**src/rtl/wb_arb_pkg.sv**
```systemverilog
// Shared types and constants for the two-master Wishbone classic arbiter.
package wb_arb_pkg;

  localparam int ADR_W = 30;
  localparam int DAT_W = 32;
  localparam int SEL_W = 4;

  localparam logic [2:0] CTI_CLASSIC = 3'b000;
  localparam logic [2:0] CTI_EOB     = 3'b111;

  typedef enum logic [1:0] {
    IDLE,
    OWN_I,
    OWN_D
  } arb_state_t;

  typedef enum logic {
    GNT_I,
    GNT_D
  } grant_t;

endpackage

```
**src/rtl/wb_arbiter_if.sv**
```systemverilog
// Wishbone classic bus bundle: master drives the request, slave drives the response.
interface wb_arbiter_if;
  import wb_arb_pkg::*;

  logic [ADR_W-1:0] adr;
  logic [DAT_W-1:0] dat_w;
  logic [SEL_W-1:0] sel;
  logic             cyc;
  logic             stb;
  logic             we;
  logic [2:0]       cti;
  logic [1:0]       bte;
  logic [DAT_W-1:0] dat_r;
  logic             ack;
  logic             err;

  modport master (
    output adr, dat_w, sel, cyc, stb, we, cti, bte,
    input  dat_r, ack, err
  );

  modport slave (
    input  adr, dat_w, sel, cyc, stb, we, cti, bte,
    output dat_r, ack, err
  );

endinterface

```
**src/rtl/wb_arb_watchdog.sv**
```systemverilog
// Stall watchdog: fires for one cycle when the owner has waited TIMEOUT cycles
// with stb high and no ack/err. TIMEOUT=0 removes the counter entirely.
module wb_arb_watchdog #(
  parameter int TIMEOUT = 1023
) (
  input  logic clk,
  input  logic rst,
  input  logic active,
  input  logic stb,
  input  logic ack,
  input  logic err,
  output logic timeout
);

  generate
    if (TIMEOUT == 0) begin : g_off
      logic unused_inputs;
      assign unused_inputs = &{1'b0, clk, rst, active, stb, ack, err};
      assign timeout       = 1'b0;
    end else begin : g_on
      localparam int CNT_W = $clog2(TIMEOUT + 1);

      logic [CNT_W-1:0] count;
      logic             stalled;

      assign stalled = active && stb && !ack && !err;
      // An ack or err in the final cycle keeps stalled low, so the slave wins the race.
      assign timeout = stalled && (count == CNT_W'(TIMEOUT - 1));

      always_ff @(posedge clk) begin
        if (rst) begin
          count <= '0;
        end else if (!stalled || timeout) begin
          count <= '0;
        end else begin
          count <= count + 1'b1;
        end
      end
    end
  endgenerate

endmodule

```
**src/rtl/wb_arbiter.sv**
```systemverilog
// Round-robin arbiter sharing one Wishbone classic slave port between the
// rv32_cpu instruction and data buses, with cycle locking and a stall watchdog.
module wb_arbiter
  import wb_arb_pkg::*;
#(
  parameter int TIMEOUT = 1023
) (
  input  logic         clk,
  input  logic         rst,
  wb_arbiter_if.slave  ibus,
  wb_arbiter_if.slave  dbus,
  wb_arbiter_if.master mbus
);

  arb_state_t state, state_nxt;
  grant_t     last_grant, last_grant_nxt;
  logic       own_active;
  logic       own_stb;
  logic       timeout;

  assign own_active = (state != IDLE);
  assign own_stb    = (state == OWN_I) ? ibus.stb :
                      (state == OWN_D) ? dbus.stb : 1'b0;

  wb_arb_watchdog #(
    .TIMEOUT (TIMEOUT)
  ) u_watchdog (
    .clk     (clk),
    .rst     (rst),
    .active  (own_active),
    .stb     (own_stb),
    .ack     (mbus.ack),
    .err     (mbus.err),
    .timeout (timeout)
  );

  always_ff @(posedge clk) begin
    if (rst) begin
      state      <= IDLE;
      last_grant <= GNT_I;
    end else begin
      state      <= state_nxt;
      last_grant <= last_grant_nxt;
    end
  end

  // Ownership always passes through IDLE, which gives the fixed one-cycle gap between owners.
  always_comb begin
    state_nxt      = state;
    last_grant_nxt = last_grant;
    case (state)
      IDLE: begin
        if (ibus.cyc && dbus.cyc) begin
          if (last_grant == GNT_I) begin
            state_nxt      = OWN_D;
            last_grant_nxt = GNT_D;
          end else begin
            state_nxt      = OWN_I;
            last_grant_nxt = GNT_I;
          end
        end else if (ibus.cyc) begin
          state_nxt      = OWN_I;
          last_grant_nxt = GNT_I;
        end else if (dbus.cyc) begin
          state_nxt      = OWN_D;
          last_grant_nxt = GNT_D;
        end
      end
      OWN_I: begin
        if (!ibus.cyc || timeout) state_nxt = IDLE;
      end
      OWN_D: begin
        if (!dbus.cyc || timeout) state_nxt = IDLE;
      end
      default: state_nxt = IDLE;
    endcase
  end

  // A watchdog abort drops cyc/stb toward the slave in the same cycle the owner sees err.
  always_comb begin
    mbus.adr   = '0;
    mbus.dat_w = '0;
    mbus.sel   = '0;
    mbus.cyc   = 1'b0;
    mbus.stb   = 1'b0;
    mbus.we    = 1'b0;
    mbus.cti   = '0;
    mbus.bte   = '0;
    ibus.ack   = 1'b0;
    ibus.err   = 1'b0;
    dbus.ack   = 1'b0;
    dbus.err   = 1'b0;
    ibus.dat_r = mbus.dat_r;
    dbus.dat_r = mbus.dat_r;
    case (state)
      OWN_I: begin
        mbus.adr   = ibus.adr;
        mbus.dat_w = ibus.dat_w;
        mbus.sel   = ibus.sel;
        mbus.cyc   = ibus.cyc & ~timeout;
        mbus.stb   = ibus.stb & ~timeout;
        mbus.we    = ibus.we;
        mbus.cti   = ibus.cti;
        mbus.bte   = ibus.bte;
        ibus.ack   = mbus.ack;
        ibus.err   = mbus.err | timeout;
      end
      OWN_D: begin
        mbus.adr   = dbus.adr;
        mbus.dat_w = dbus.dat_w;
        mbus.sel   = dbus.sel;
        mbus.cyc   = dbus.cyc & ~timeout;
        mbus.stb   = dbus.stb & ~timeout;
        mbus.we    = dbus.we;
        mbus.cti   = dbus.cti;
        mbus.bte   = dbus.bte;
        dbus.ack   = mbus.ack;
        dbus.err   = mbus.err | timeout;
      end
      default: ;
    endcase
  end

endmodule

```
**src/flat_wrapper.sv**
```systemverilog
// flat-port wrapper written by rule: the top's interface ports become plain ports
module wb_arbiter_flat import wb_arb_pkg::*;
#(
  parameter int TIMEOUT = 1023
)
  (clk, rst, ibus_adr, ibus_dat_w, ibus_sel, ibus_cyc, ibus_stb, ibus_we, ibus_cti, ibus_bte, ibus_dat_r, ibus_ack, ibus_err, dbus_adr, dbus_dat_w, dbus_sel, dbus_cyc, dbus_stb, dbus_we, dbus_cti, dbus_bte, dbus_dat_r, dbus_ack, dbus_err, mbus_adr, mbus_dat_w, mbus_sel, mbus_cyc, mbus_stb, mbus_we, mbus_cti, mbus_bte, mbus_dat_r, mbus_ack, mbus_err);
  wb_arbiter_if ibus_i ();
  wb_arbiter_if dbus_i ();
  wb_arbiter_if mbus_i ();
  input  logic clk;
  input  logic rst;
  input wire logic [$bits(ibus_i.adr)-1:0] ibus_adr;
  input wire logic [$bits(ibus_i.dat_w)-1:0] ibus_dat_w;
  input wire logic [$bits(ibus_i.sel)-1:0] ibus_sel;
  input wire logic [$bits(ibus_i.cyc)-1:0] ibus_cyc;
  input wire logic [$bits(ibus_i.stb)-1:0] ibus_stb;
  input wire logic [$bits(ibus_i.we)-1:0] ibus_we;
  input wire logic [$bits(ibus_i.cti)-1:0] ibus_cti;
  input wire logic [$bits(ibus_i.bte)-1:0] ibus_bte;
  output wire logic [$bits(ibus_i.dat_r)-1:0] ibus_dat_r;
  output wire logic [$bits(ibus_i.ack)-1:0] ibus_ack;
  output wire logic [$bits(ibus_i.err)-1:0] ibus_err;
  input wire logic [$bits(dbus_i.adr)-1:0] dbus_adr;
  input wire logic [$bits(dbus_i.dat_w)-1:0] dbus_dat_w;
  input wire logic [$bits(dbus_i.sel)-1:0] dbus_sel;
  input wire logic [$bits(dbus_i.cyc)-1:0] dbus_cyc;
  input wire logic [$bits(dbus_i.stb)-1:0] dbus_stb;
  input wire logic [$bits(dbus_i.we)-1:0] dbus_we;
  input wire logic [$bits(dbus_i.cti)-1:0] dbus_cti;
  input wire logic [$bits(dbus_i.bte)-1:0] dbus_bte;
  output wire logic [$bits(dbus_i.dat_r)-1:0] dbus_dat_r;
  output wire logic [$bits(dbus_i.ack)-1:0] dbus_ack;
  output wire logic [$bits(dbus_i.err)-1:0] dbus_err;
  output wire logic [$bits(mbus_i.adr)-1:0] mbus_adr;
  output wire logic [$bits(mbus_i.dat_w)-1:0] mbus_dat_w;
  output wire logic [$bits(mbus_i.sel)-1:0] mbus_sel;
  output wire logic [$bits(mbus_i.cyc)-1:0] mbus_cyc;
  output wire logic [$bits(mbus_i.stb)-1:0] mbus_stb;
  output wire logic [$bits(mbus_i.we)-1:0] mbus_we;
  output wire logic [$bits(mbus_i.cti)-1:0] mbus_cti;
  output wire logic [$bits(mbus_i.bte)-1:0] mbus_bte;
  input wire logic [$bits(mbus_i.dat_r)-1:0] mbus_dat_r;
  input wire logic [$bits(mbus_i.ack)-1:0] mbus_ack;
  input wire logic [$bits(mbus_i.err)-1:0] mbus_err;
  assign ibus_i.adr = ibus_adr;
  assign ibus_i.dat_w = ibus_dat_w;
  assign ibus_i.sel = ibus_sel;
  assign ibus_i.cyc = ibus_cyc;
  assign ibus_i.stb = ibus_stb;
  assign ibus_i.we = ibus_we;
  assign ibus_i.cti = ibus_cti;
  assign ibus_i.bte = ibus_bte;
  assign ibus_dat_r = ibus_i.dat_r;
  assign ibus_ack = ibus_i.ack;
  assign ibus_err = ibus_i.err;
  assign dbus_i.adr = dbus_adr;
  assign dbus_i.dat_w = dbus_dat_w;
  assign dbus_i.sel = dbus_sel;
  assign dbus_i.cyc = dbus_cyc;
  assign dbus_i.stb = dbus_stb;
  assign dbus_i.we = dbus_we;
  assign dbus_i.cti = dbus_cti;
  assign dbus_i.bte = dbus_bte;
  assign dbus_dat_r = dbus_i.dat_r;
  assign dbus_ack = dbus_i.ack;
  assign dbus_err = dbus_i.err;
  assign mbus_adr = mbus_i.adr;
  assign mbus_dat_w = mbus_i.dat_w;
  assign mbus_sel = mbus_i.sel;
  assign mbus_cyc = mbus_i.cyc;
  assign mbus_stb = mbus_i.stb;
  assign mbus_we = mbus_i.we;
  assign mbus_cti = mbus_i.cti;
  assign mbus_bte = mbus_i.bte;
  assign mbus_i.dat_r = mbus_dat_r;
  assign mbus_i.ack = mbus_ack;
  assign mbus_i.err = mbus_err;
  wb_arbiter #(.TIMEOUT(TIMEOUT)) u_core (.clk(clk), .rst(rst), .ibus(ibus_i), .dbus(dbus_i), .mbus(mbus_i));
endmodule
```
**config.mk**
```make
export PLATFORM = sky130hd
export DESIGN_NAME = wb_arbiter_flat
export DESIGN_NICKNAME = d
export VERILOG_FILES = /design/src/rtl/wb_arb_pkg.sv /design/src/rtl/wb_arbiter_if.sv /design/src/rtl/wb_arb_watchdog.sv /design/src/rtl/wb_arbiter.sv /design/src/flat_wrapper.sv
export SDC_FILE = /design/constraint.sdc
export NUM_CORES = 1
export LEC_CHECK = 0
export CORE_AREA = 2 2 127 129
export CTS_BUF_LIST = sky130_fd_sc_hd__clkbuf_8
export DETAILED_ROUTE_END_ITERATION = 10
export DIE_AREA = 0 0 129 131
export PLACE_DENSITY = 0.52
export SLEW_MARGIN = 20
export SYNTH_ARGS = -nofsm -noshare
export SYNTH_HDL_FRONTEND = slang
export SYNTH_SLANG_ARGS = --single-unit
```
**constraint.sdc**
```tcl
create_clock -name clk -period 6.6 [get_ports clk]
set_input_delay 1.98 -clock clk [delete_from_list [all_inputs] [get_ports clk]]
set_output_delay 1.98 -clock clk [all_outputs]
set_load 0.02 [all_outputs]
```
==> flow_metrics.py <==
metrics = {
    "clock_tree": {
        "cts_setup_buffers": 0,
        "clock_path_buffers": 2,
        "cts_made_buffers": 3,
        "cts-root-buf": "clkbuf_8",
        "path_clk_slew_ns": 0.06,
        "htreeDepth": 1,
        "insertion_delay_ns": 0.25,
        "post_cts_hold_buffer_count": 0,
        "post_cts_resized": 0,
        "tritoncts": "done",
        "clock_sink_count": 13,
    },
    "sta": {
        "slew_headroom": 0.4826,
        "period_minus_slack_ns": 6.021,
        "setup_violations": 0,
        "max_freq_mhz": 166.1,
        "final_max_slew_viol_count": 0,
        "finalHoldViolations": 0,
        "fin_setup_tns_ns": 0,
        "finalWorstSetupSlack_ns": 0.5791,
        "tightest_slew_ns": 0.7761,
        "grt_setup_unrepaired": "no",
        "period_share": 0.9123,
        "skew_ns": 0.006628,
    },
    "yosys": {
        "synth_commonest_cells": "a22oi_1 (73), nor2b_1 (72), buf_4 (65), clkbuf_1 (23), dfxtp_1 (13)",
        "synth.area.top_cells": "a22oi_1 (24%), buf_4 (21%), nor2b_1 (20%)",
        "yosys.cell_types.count": 31,
        "yosysTopAreaCell": "a22oi_1",
        "synth_area_um2": 2280,
        "avgSynthCellArea_um2": 7.214,
        "synth.most_common_cell": "a22oi_1",
        "synth_nets": 505,
        "yosysSeqAreaShare": 0.1142,
        "synthArstFlopShare": 0,
        "synth_ff_type": "dfxtp_1",
        "synth.top_cell.area_share": 0.2404,
        "synth_edf_count": 0,
        "syn_inst": 316,
        "yosysWarnings": 0,
        "synth-seq-cells": 13,
    },
    "place": {
        "placedCellCount": 673,
        "pre_cts_ws_ns": 0.5760,
        "gp_congestion": 0.7847,
        "dpl.hpwl_um": 8530,
        "port_buffers": 229,
    },
    "floorplanning": {
        "fp.coreArea_um2": 15600,
        "die_w_um": 129,
        "start_util": 0.1462,
        "chipHeight_um": 131,
        "ios": 326,
        "row_count": 46,
        "die-area_um2": 16900,
    },
    "run_status": {
        "status": "finished clean",
    },
    "route": {
        "ant_nets": 0,
        "wire_per_inst_um": 15.89,
        "drt_pass1_iterations": 4,
        "drtIter0Drc": 99,
        "avgViaCountPerCell": 4.032,
        "route.detailed.drc": 0,
        "wl_um": 10760,
        "vias": 2730,
    },
    "pwr": {
        "vdd_drop_max_v": 0.0001245,
        "combPwrFrac": 0.690,
        "swShare": 0.3673,
        "p_clk_frac": 0.144,
        "power_frac_seq": 0.167,
        "p_switching_uw": 182.0,
        "powerDensity_nw_per_um2": 114.3,
        "power.total_uw": 495.6,
        "p_int_uw": 313.6,
        "leakage_uw": 0.001278,
    },
    "critical_path": {
        "crit_required_ns": 4.62,
        "reg2reg_slack_ns": 4.00,
        "end_kind": "output port",
        "cp_max_fo": 4,
        "start_kind": "input port",
        "r2r-end": "u_core.u_watchdog.g_on.count[6]",
        "critical_path_class": "input port to output port",
        "r2r_cells": 6,
        "r2r-start": "u_core.state[0]",
        "worst-endpoint-arrival_ns": 4.04,
    },
    "global_routing": {
        "overflow": 0,
        "grt_max_degree": 75,
        "grt.busiest_layer": "met2",
        "grt_usage": 0.1068,
        "gr-usage-met2": 0.1933,
        "antenna_found_initial": 0,
        "grt_use_met3": 0.01303,
        "grt.met1_usage": 0.1358,
        "first_global_vias": 2533,
        "grt_pass1_wl_um": 14170,
    },
    "hold_path": {
        "holdPathEnd": "u_core.u_watchdog.g_on.count[0]",
        "min_path_type": "flip-flop to flip-flop",
        "min_path_cells": 1,
        "hp-start": "u_core.u_watchdog.g_on.count[0]",
    },
    "job": {
        "drv_cap": 0,
    },
    "cells_and_area": {
        "drive_above_1_share": 0.02386,
        "fin_cells": 677,
        "final_util": 0.2780,
        "diodes": 0,
        "area_growth_pct": 90.23,
        "layout.nets": 651,
    },
}
==> flip-flops by register name, indices dropped and copies added, names as in the netlist <==
register and count:
u_core.last_grant 1, u_core.state 2, u_core.u_watchdog.g_on.count 10
==> per-layer routing <==
layer	up-vias	wire length, um
met3	20	539
met4	0	154
met1	1277	4553
met5	-	0
met2	103	5512
li1	1330	-
==> final cells by class <==
cell class              instances  area [um2]
fillers                      1683       11260
repair buffers                231        2307
multi-input cells             207        1430
well taps                     216       270.3
flip-flops and latches         13       260.3
clock buffers                   3       41.29
inverters                       6       22.52
clock inverters                 1       5.005
==> cells by family after synthesis <==
logic type / synth area share
mux: 0.008782
xor+xnor: 0.03074
buf+inv: 0.2662
simple gates: 0.2750
compound gates: 0.2777
flops: 0.1142
fa+ha+maj: 0.02744
==> power by group through the flow <==
| stage | sequential, uW | combinational, uW | clock, uW |
|---|---|---|---|
| floorplan | 83.6 | 219 | 0 |
| global placement | 83.9 | 338 | 0 |
| detailed placement | 84.2 | 342 | 0 |
| CTS | 82.5 | 343 | 74.3 |
| global route | 82.8 | 365 | 77.9 |
| finish | 82.6 | 342 | 71.1 |
==> critical path, stage by stage <==
cell             delay (ns)
clkdlybuf4s50_1        0.48
nand3b_1               0.08
a2111o_1               0.49
nor2_1                 0.26
o21a_1                 0.15
clkdlybuf4s50_1        0.60
==> stage by stage <==
stage / hold slack (ns) / area [um2]
6_report: 0.4720 / 4337
5_1_grt: 0.5264 / 4337
4_1_cts: 0.4837 / 4327
2_1_floorplan: 0.4409 / 2280
3_5_place_dp: 0.4706 / 4280
3_3_place_gp: 0.4585 / 4280
==> worst max-delay path by stage <==
stage / start / endpoint / slack [ns]
final: dbus_stb / ibus_err / 0.58
after detailed placement: dbus_stb / dbus_err / 0.58
after floorplan: dbus_stb / dbus_err / 1.70
after global routing: dbus_stb / ibus_err / 0.50
after global placement: dbus_stb / dbus_err / 0.63
after CTS: dbus_stb / dbus_err / 0.57
==> placed cells by master, fill, tap and decap left out, types with 2 or more instances in the layout <==
cell / n
clkdlybuf4s50_1: 229
a22oi_1: 73
nor2b_1: 72
dfxtp_1: 13
nor2_1: 12
inv_1: 6
nand2_1: 5
xnor2_1: 5
nand3_1: 4
nor3_1: 3
a21oi_1: 3
xor2_1: 3
clkbuf_8: 3
or3_1: 2
mux2i_1: 2
nor3b_1: 2
o21a_1: 2
and2_1: 2
o21ai_0: 2
ha_2: 2
ha_1: 2
buf_4: 2
(Power assumes the default switching activity.)
